## config.mk

```make
export PLATFORM = sky130hd
export DESIGN_NAME = rom_loader_flat
export DESIGN_NICKNAME = d
export VERILOG_FILES = /design/src/rtl/rom_loader_pkg.sv /design/src/rtl/rom_loader_if.sv /design/src/rtl/rom_loader_len.sv /design/src/rtl/rom_loader.sv /design/src/flat_wrapper.sv
export SDC_FILE = /design/constraint.sdc
export NUM_CORES = 1
export LEC_CHECK = 0
export BUFFER_PORTS_ARGS = -buffer_cell sky130_fd_sc_hd__clkbuf_2
export CORE_MARGIN = 2
export CORE_UTILIZATION = 55
export DETAILED_ROUTE_END_ITERATION = 8
export HOLD_SLACK_MARGIN = 0.06
export PLACE_DENSITY = 0.75
export RECOVER_POWER = 100
export SLEW_MARGIN = 20
export SYNTH_ARGS = -nofsm -noshare
export SYNTH_HDL_FRONTEND = slang
export SYNTH_SLANG_ARGS = --single-unit
```

## constraint.sdc

```tcl
create_clock -name clk -period 2.85 [get_ports clk]
set_clock_uncertainty 0.05 [all_clocks]
set_input_delay 0.57 -clock clk [delete_from_list [all_inputs] [get_ports clk]]
set_output_delay 0.57 -clock clk [all_outputs]
set_load 0.01 [all_outputs]
```

## src/rtl/rom_loader_pkg.sv

```systemverilog
// Shared types and constants for the ROM image loader.
package rom_loader_pkg;

  typedef enum logic [2:0] {
    ST_LEN,
    ST_DATA,
    ST_SUM,
    ST_DONE,
    ST_ERROR
  } state_t;

  localparam int unsigned LEN_BYTES_DEF = 4;
  localparam logic [7:0]  CHK_SEED      = 8'h00;

endpackage

```

## src/rtl/rom_loader_if.sv

```systemverilog
// Byte-stream input and ROM write port of the loader, bundled as one interface.
interface rom_loader_if #(
  parameter int unsigned ROM_ADDR = 8
);
  logic [7:0]          in_data;
  logic                in_valid;
  logic                in_ready;
  logic                mem_we;
  logic [ROM_ADDR-1:0] mem_addr;
  logic [7:0]          mem_wdata;

  // Host side: supplies the stream, observes the ROM writes.
  modport master (
    output in_data, in_valid,
    input  in_ready, mem_we, mem_addr, mem_wdata
  );

  // Loader side.
  modport slave (
    input  in_data, in_valid,
    output in_ready, mem_we, mem_addr, mem_wdata
  );
endinterface

```

## src/rtl/rom_loader_len.sv

```systemverilog
// Little-endian length-header shift register with full-width oversize compare.
module rom_loader_len #(
  parameter int unsigned ROM_ADDR  = 8,
  parameter int unsigned LEN_BYTES = 4
) (
  input  logic                clk,
  input  logic                reset,
  input  logic                clear,
  input  logic                shift,
  input  logic [7:0]          byte_in,
  output logic                hdr_last,
  output logic                oversize,
  output logic                len_zero,
  output logic [ROM_ADDR:0]   length
);
  localparam int unsigned W  = 8 * LEN_BYTES;
  localparam int unsigned CW = ROM_ADDR + 1;
  localparam int unsigned XW = (W > CW) ? W : CW;
  localparam logic [XW-1:0] CAP = {{(XW-1){1'b0}}, 1'b1} << ROM_ADDR;

  logic [W-1:0]  len_q;
  logic [W-1:0]  len_full;
  logic [XW-1:0] full_x;
  logic [2:0]    idx_q;
  logic          idx_last;

  // Value the header will hold once the current byte is shifted in.
  generate
    if (W == 8) begin : g_one
      assign len_full = byte_in;
    end else begin : g_many
      assign len_full = {byte_in, len_q[W-1:8]};
    end
    if (W >= CW) begin : g_trunc
      assign length = len_q[CW-1:0];
    end else begin : g_ext
      assign length = {{(CW-W){1'b0}}, len_q};
    end
  endgenerate

  assign full_x   = XW'(len_full);
  assign idx_last = (idx_q == 3'(LEN_BYTES - 1));
  assign hdr_last = shift && idx_last;
  assign oversize = (full_x > CAP);
  assign len_zero = (len_full == '0);

  always_ff @(posedge clk or posedge reset) begin
    if (reset) begin
      len_q <= '0;
      idx_q <= '0;
    end else if (clear) begin
      len_q <= '0;
      idx_q <= '0;
    end else if (shift) begin
      len_q <= len_full;
      idx_q <= idx_last ? 3'd0 : idx_q + 3'd1;
    end
  end
endmodule

```

## src/rtl/rom_loader.sv

```systemverilog
// Streams a length-prefixed program image into the CPU code ROM, holding the CPU in reset.
// Optional trailing XOR checksum enabled by defining ROM_LOADER_CHECKSUM_EN.
module rom_loader
  import rom_loader_pkg::*;
#(
  parameter int unsigned ROM_ADDR  = 8,
  parameter int unsigned LEN_BYTES = LEN_BYTES_DEF
) (
  input  logic       clk,
  input  logic       reset,
  input  logic       start,
  rom_loader_if.slave bus,
  output logic       cpu_reset,
  output logic       done,
  output logic       error
);
`ifdef ROM_LOADER_CHECKSUM_EN
  localparam state_t AFTER_PAYLOAD = ST_SUM;
`else
  localparam state_t AFTER_PAYLOAD = ST_DONE;
`endif

  state_t              state_q, state_n;
  logic [ROM_ADDR:0]   count_q;
  logic [ROM_ADDR:0]   length;
  logic                in_ready_q;
  logic                mem_we_q;
  logic [ROM_ADDR-1:0] mem_addr_q;
  logic [7:0]          mem_wdata_q;
  logic                done_q, error_q, cpu_reset_q;
  logic                accept, restart, hdr_last, oversize, len_zero, data_last;
`ifdef ROM_LOADER_CHECKSUM_EN
  logic [7:0]          acc_q;
`endif

  assign accept    = bus.in_valid && in_ready_q;
  assign restart   = start && (state_q == ST_DONE || state_q == ST_ERROR);
  assign data_last = ((count_q + 1'b1) == length);

  rom_loader_len #(
    .ROM_ADDR  (ROM_ADDR),
    .LEN_BYTES (LEN_BYTES)
  ) u_len (
    .clk      (clk),
    .reset    (reset),
    .clear    (restart),
    .shift    (accept && state_q == ST_LEN),
    .byte_in  (bus.in_data),
    .hdr_last (hdr_last),
    .oversize (oversize),
    .len_zero (len_zero),
    .length   (length)
  );

  always_ff @(posedge clk or posedge reset) begin
    if (reset) state_q <= ST_LEN;
    else       state_q <= state_n;
  end

  always_comb begin
    state_n = state_q;
    unique case (state_q)
      ST_LEN: begin
        if (hdr_last) begin
          if (oversize)      state_n = ST_ERROR;
          else if (len_zero) state_n = AFTER_PAYLOAD;
          else               state_n = ST_DATA;
        end
      end
      ST_DATA:  if (accept && data_last) state_n = AFTER_PAYLOAD;
      ST_SUM: begin
`ifdef ROM_LOADER_CHECKSUM_EN
        if (accept) state_n = (bus.in_data == acc_q) ? ST_DONE : ST_ERROR;
`else
        state_n = ST_ERROR;
`endif
      end
      ST_DONE, ST_ERROR: if (start) state_n = ST_LEN;
      default: state_n = ST_LEN;
    endcase
  end

  // cpu_reset drops only once DONE has been held for a cycle, after the final write lands.
  always_ff @(posedge clk or posedge reset) begin
    if (reset) begin
      count_q     <= '0;
      in_ready_q  <= 1'b1;
      mem_we_q    <= 1'b0;
      mem_addr_q  <= '0;
      mem_wdata_q <= '0;
      done_q      <= 1'b0;
      error_q     <= 1'b0;
      cpu_reset_q <= 1'b1;
    end else begin
      mem_we_q <= 1'b0;
      if (restart) begin
        count_q <= '0;
      end else if (accept && state_q == ST_DATA) begin
        count_q     <= count_q + 1'b1;
        mem_we_q    <= 1'b1;
        mem_addr_q  <= count_q[ROM_ADDR-1:0];
        mem_wdata_q <= bus.in_data;
      end
      in_ready_q  <= (state_n == ST_LEN || state_n == ST_DATA || state_n == ST_SUM);
      done_q      <= (state_n == ST_DONE);
      error_q     <= (state_n == ST_ERROR);
      cpu_reset_q <= !(state_q == ST_DONE && state_n == ST_DONE);
    end
  end

`ifdef ROM_LOADER_CHECKSUM_EN
  always_ff @(posedge clk or posedge reset) begin
    if (reset)                             acc_q <= CHK_SEED;
    else if (restart)                      acc_q <= CHK_SEED;
    else if (accept && state_q == ST_DATA) acc_q <= acc_q ^ bus.in_data;
  end
`endif

  assign bus.in_ready  = in_ready_q;
  assign bus.mem_we    = mem_we_q;
  assign bus.mem_addr  = mem_addr_q;
  assign bus.mem_wdata = mem_wdata_q;
  assign done          = done_q;
  assign error         = error_q;
  assign cpu_reset     = cpu_reset_q;
endmodule

```

## src/flat_wrapper.sv

```systemverilog
// flat-port wrapper written by rule: the top's interface ports become plain ports
module rom_loader_flat import rom_loader_pkg::*;
#(
  parameter int unsigned ROM_ADDR  = 8,
  parameter int unsigned LEN_BYTES = LEN_BYTES_DEF
)
  (clk, reset, start, cpu_reset, done, error, bus_in_data, bus_in_valid, bus_in_ready, bus_mem_we, bus_mem_addr, bus_mem_wdata);
  rom_loader_if #(.ROM_ADDR(ROM_ADDR)) bus_i ();
  input  logic clk;
  input  logic reset;
  input  logic start;
  output logic cpu_reset;
  output logic done;
  output logic error;
  input wire logic [$bits(bus_i.in_data)-1:0] bus_in_data;
  input wire logic [$bits(bus_i.in_valid)-1:0] bus_in_valid;
  output wire logic [$bits(bus_i.in_ready)-1:0] bus_in_ready;
  output wire logic [$bits(bus_i.mem_we)-1:0] bus_mem_we;
  output wire logic [$bits(bus_i.mem_addr)-1:0] bus_mem_addr;
  output wire logic [$bits(bus_i.mem_wdata)-1:0] bus_mem_wdata;
  assign bus_i.in_data = bus_in_data;
  assign bus_i.in_valid = bus_in_valid;
  assign bus_in_ready = bus_i.in_ready;
  assign bus_mem_we = bus_i.mem_we;
  assign bus_mem_addr = bus_i.mem_addr;
  assign bus_mem_wdata = bus_i.mem_wdata;
  rom_loader #(.ROM_ADDR(ROM_ADDR), .LEN_BYTES(LEN_BYTES)) u_core (.clk(clk), .reset(reset), .start(start), .bus(bus_i), .cpu_reset(cpu_reset), .done(done), .error(error));
endmodule
```

==> impl_metrics.py <==
metrics = {
    "placement": {
        "io_buffers": 32,
        "dp_hpwl_um": 4563,
        "post-place-ws_ns": 0.4873,
        "place_inst": 447,
        "place.gp.congestion": 0.7837,
    },
    "power_and_ir_drop": {
        "ir_worst_vdd_uv": 533.4,
        "swShare": 0.3579,
        "power_switching_uw": 999.9,
        "power_leakage_nw": 1.594,
        "power.internal_mw": 1.794,
        "p_seq_frac": 0.481,
        "powerDensity_nw_per_um2": 799.8,
        "power_frac_comb": 0.267,
        "clockPowerShare": 0.252,
    },
    "yosys": {
        "syn_area_per_cell_um2": 8.835,
        "synthMuxAreaShare": 0.006329,
        "ys_seq_elements": 68,
        "synthXorXnorAreaFrac": 0.02769,
        "synth-simple-area-share": 0.2599,
        "yosys_warnings": 0,
        "syn_inst": 358,
        "synth_top_family_by_area": "simple AND/OR/NAND/NOR gates",
        "yosys.area.top_type": "dfrtp_1",
        "syn_nets": 372,
        "netlist_area_um2": 3163,
        "synth-main-ff-cell": "dfrtp_1",
        "synth.most_common_cell": "nand2_1",
        "synth_top_area_share": 0.5222,
        "synth.cells.most_frequent": "nand2_1, dfrtp_1, a21oi_1",
        "ys_async_sr_fraction": 1.000,
        "synth_edf_count": 0,
        "ys_top_cells_by_area": "dfrtp_1, nand2_1, a21oi_1",
        "synth_compound_area_frac": 0.1266,
        "synth_cell_types": 43,
        "synth-seq-area-share": 0.5388,
        "synth_adder_area_share": 0.007911,
    },
    "critical_path": {
        "critPathRequiredTime_ns": 3.06,
        "crit_type": "reg -> reg",
        "r2r_slack_ns": 0.34,
        "worst-path-max-fanout": 8,
        "cp_data_arrival_time_ns": 2.72,
        "crit_path_end_kind": "flop",
        "rr_startpoint": "u_core.count_q[0]$_DFFE_PP0P_",
        "start_kind": "flop",
        "rr_worst_depth": 7,
        "r2r_end": "u_core.bus.in_ready$_DFF_PP1_",
    },
    "die": {
        "initial_utilization": 0.5709,
        "io_pins": 33,
        "coreArea_um2": 5540,
        "die_h_um": 79.84,
        "die_x_um": 79.84,
        "rows": 27,
        "die_area_um2": 6374,
    },
    "sta": {
        "slew_headroom": 0.2794,
        "min_period_ns": 2.512,
        "tightest_slew_ns": 1.080,
        "setup_tns_ns": 0,
        "timing.final.crit_share": 0.8813,
        "fmax_mhz": 398.1,
        "rsz0062_at_grt": "false",
        "slew_violations": 0,
        "finalHoldViolCount": 0,
        "setup_viol": 0,
        "worst_slack_ns": 0.3383,
    },
    "global_routing": {
        "track_usage": 0.2313,
        "grt_pass1_vias": 2447,
        "grt_pass1_wl_um": 11390,
        "overflow": 0,
        "grt_max_degree": 41,
        "antenna_found_initial": 0,
    },
    "worst_hold_path": {
        "min_path_cells": 3,
        "min_path_type": "in -> reg",
        "worstHoldStart": "bus_in_data[3]",
        "hold_end": "u_core.bus.mem_wdata[3]$_DFFE_PP0P_",
    },
    "finish": {
        "synthToLayoutAreaGrowth_pct": 10.44,
        "layout-drive-gt1-share": 0.1023,
        "num_antenna_cells": 0,
        "instances_no_fill": 463,
        "fill_cells": 515,
        "layout.nets": 400,
    },
    "detailed_routing": {
        "drt-pass1-iter-count": 4,
        "drc": 0,
        "drtIter0Drc": 180,
        "ant_nets": 0,
        "wire_per_inst_um": 14.29,
        "drt-vias-per-instance": 5.477,
        "vias": 2536,
        "totalWireLength_um": 6616,
    },
    "cts": {
        "worst_skew_pair.late_latency_ns": 0.34,
        "cts.sinks": 68,
        "cts_resized": 0,
        "cts-buffers-inserted": 9,
        "holdBufCountCts": 0,
        "cts_tree": "built",
        "h-tree-depth": 3,
        "cts_root_buf": "clkbuf_8",
        "clockBufferDepth": 2,
        "postCtsSetupBuffers": 0,
        "clk_pin_slew_ns": 0.08,
    },
    "flow_run": {
        "maxCapViolCount": 0,
    },
    "status": {
        "outcome": "complete, no violations",
    },
}
## registers in the layout, indices dropped and copies added (netlist names)
register,cells
u_core.error,1
u_core.bus.mem_we,1
u_core.bus.in_ready,1
u_core.cpu_reset,1
u_core.count_q,9
u_core.u_len.idx_q,3
u_core.bus.mem_addr,8
u_core.done,1
u_core.bus.mem_wdata,8
u_core.state_q,3
u_core.u_len.len_q,32
## power by group through the flow
stage	clock (mW)	sequential [mW]	combinational, mW
after CTS	0.714	1.35	0.775
after floorplan	0	1.33	0.596
after global placement	0	1.36	0.746
after detailed placement	0	1.37	0.772
final	0.704	1.34	0.745
after global routing	0.759	1.37	0.852
## cells by family after synthesis
kind of cell               after synthesis
and+or+nand+nor                        185
xor gates and xnor gates                10
AOI/OAI and AO/OA                       67
adders and majority gates                2
DFF                                     68
muxes                                    2
buffers and inverters                   24
## how the worst max path moves through the flow
stage	from	to	cells past startpoint
after detailed placement	u_core.count_q[0]$_DFFE_PP0P_	u_core.done$_DFF_PP0_	6
after global routing	u_core.count_q[0]$_DFFE_PP0P_	u_core.bus.in_ready$_DFF_PP1_	7
final	u_core.count_q[0]$_DFFE_PP0P_	u_core.bus.in_ready$_DFF_PP1_	7
after floorplan	reset	u_core.bus.mem_addr[0]$_DFFE_PP0P_	1
after global placement	u_core.count_q[0]$_DFFE_PP0P_	u_core.done$_DFF_PP0_	6
after CTS	u_core.count_q[0]$_DFFE_PP0P_	u_core.done$_DFF_PP0_	6
## layout by cell type (no fill, tap or decap), types with 3 or more instances in the layout
cell        count
clkinvlp_4      4
nand3_1         4
clkbuf_2       13
xnor2_1         5
nand2_1       140
dfrtp_1        66
inv_1           4
xor2_1          5
nand3b_1        4
clkbuf_1       22
nor2_1          9
nor4_1          8
clkbuf_8       10
a21oi_1        38
o21ai_0        11
a21boi_0        3
o31ai_1         6
## metal layers
metal,routed length [um],up-vias,GRT usage
li1,-,1252,-
met1,2982,1236,0.3029
met2,3320,40,0.3798
met3,214,8,0.04864
met4,99,0,0.08644
met5,0,-,0
## cell type report
| cell class | instances | area [um2] | share of cell area |
|---|---|---|---|
| Multi-Input combinational cell | 266 | 1344 | 0.3847 |
| Sequential cell | 68 | 1704 | 0.4878 |
| Clock inverter | 6 | 40.04 | 0.01146 |
| Timing Repair Buffer | 37 | 162.7 | 0.04656 |
| Tap cell | 72 | 90.09 | 0.02579 |
| Inverter | 4 | 15.01 | 0.004298 |
| Clock buffer | 10 | 137.6 | 0.03940 |
## metrics by stage
step	total power, mW	instance area (um2)	hold slack [ns]	utilization
after floorplan	1.926	3163	0.4223	-
after global placement	2.109	3379	0.4088	0.6100
after detailed placement	2.141	3379	0.4130	0.6100
after CTS	2.839	3557	0.2583	0.6421
after global routing	2.985	3493	0.4076	0.6305
final	2.794	3493	0.4034	0.6305
## worst max-delay path, cell delays in order (launching register included)
cell       delay (ns)
dfrtp_1          0.48
ha_1             0.36
nand3_1          0.25
o21ai_0          0.25
o2111ai_1        0.14
or4_4            0.55
o21ai_0          0.27
nor2_1           0.09
Note: power is estimated with default switching activity, not from simulation.
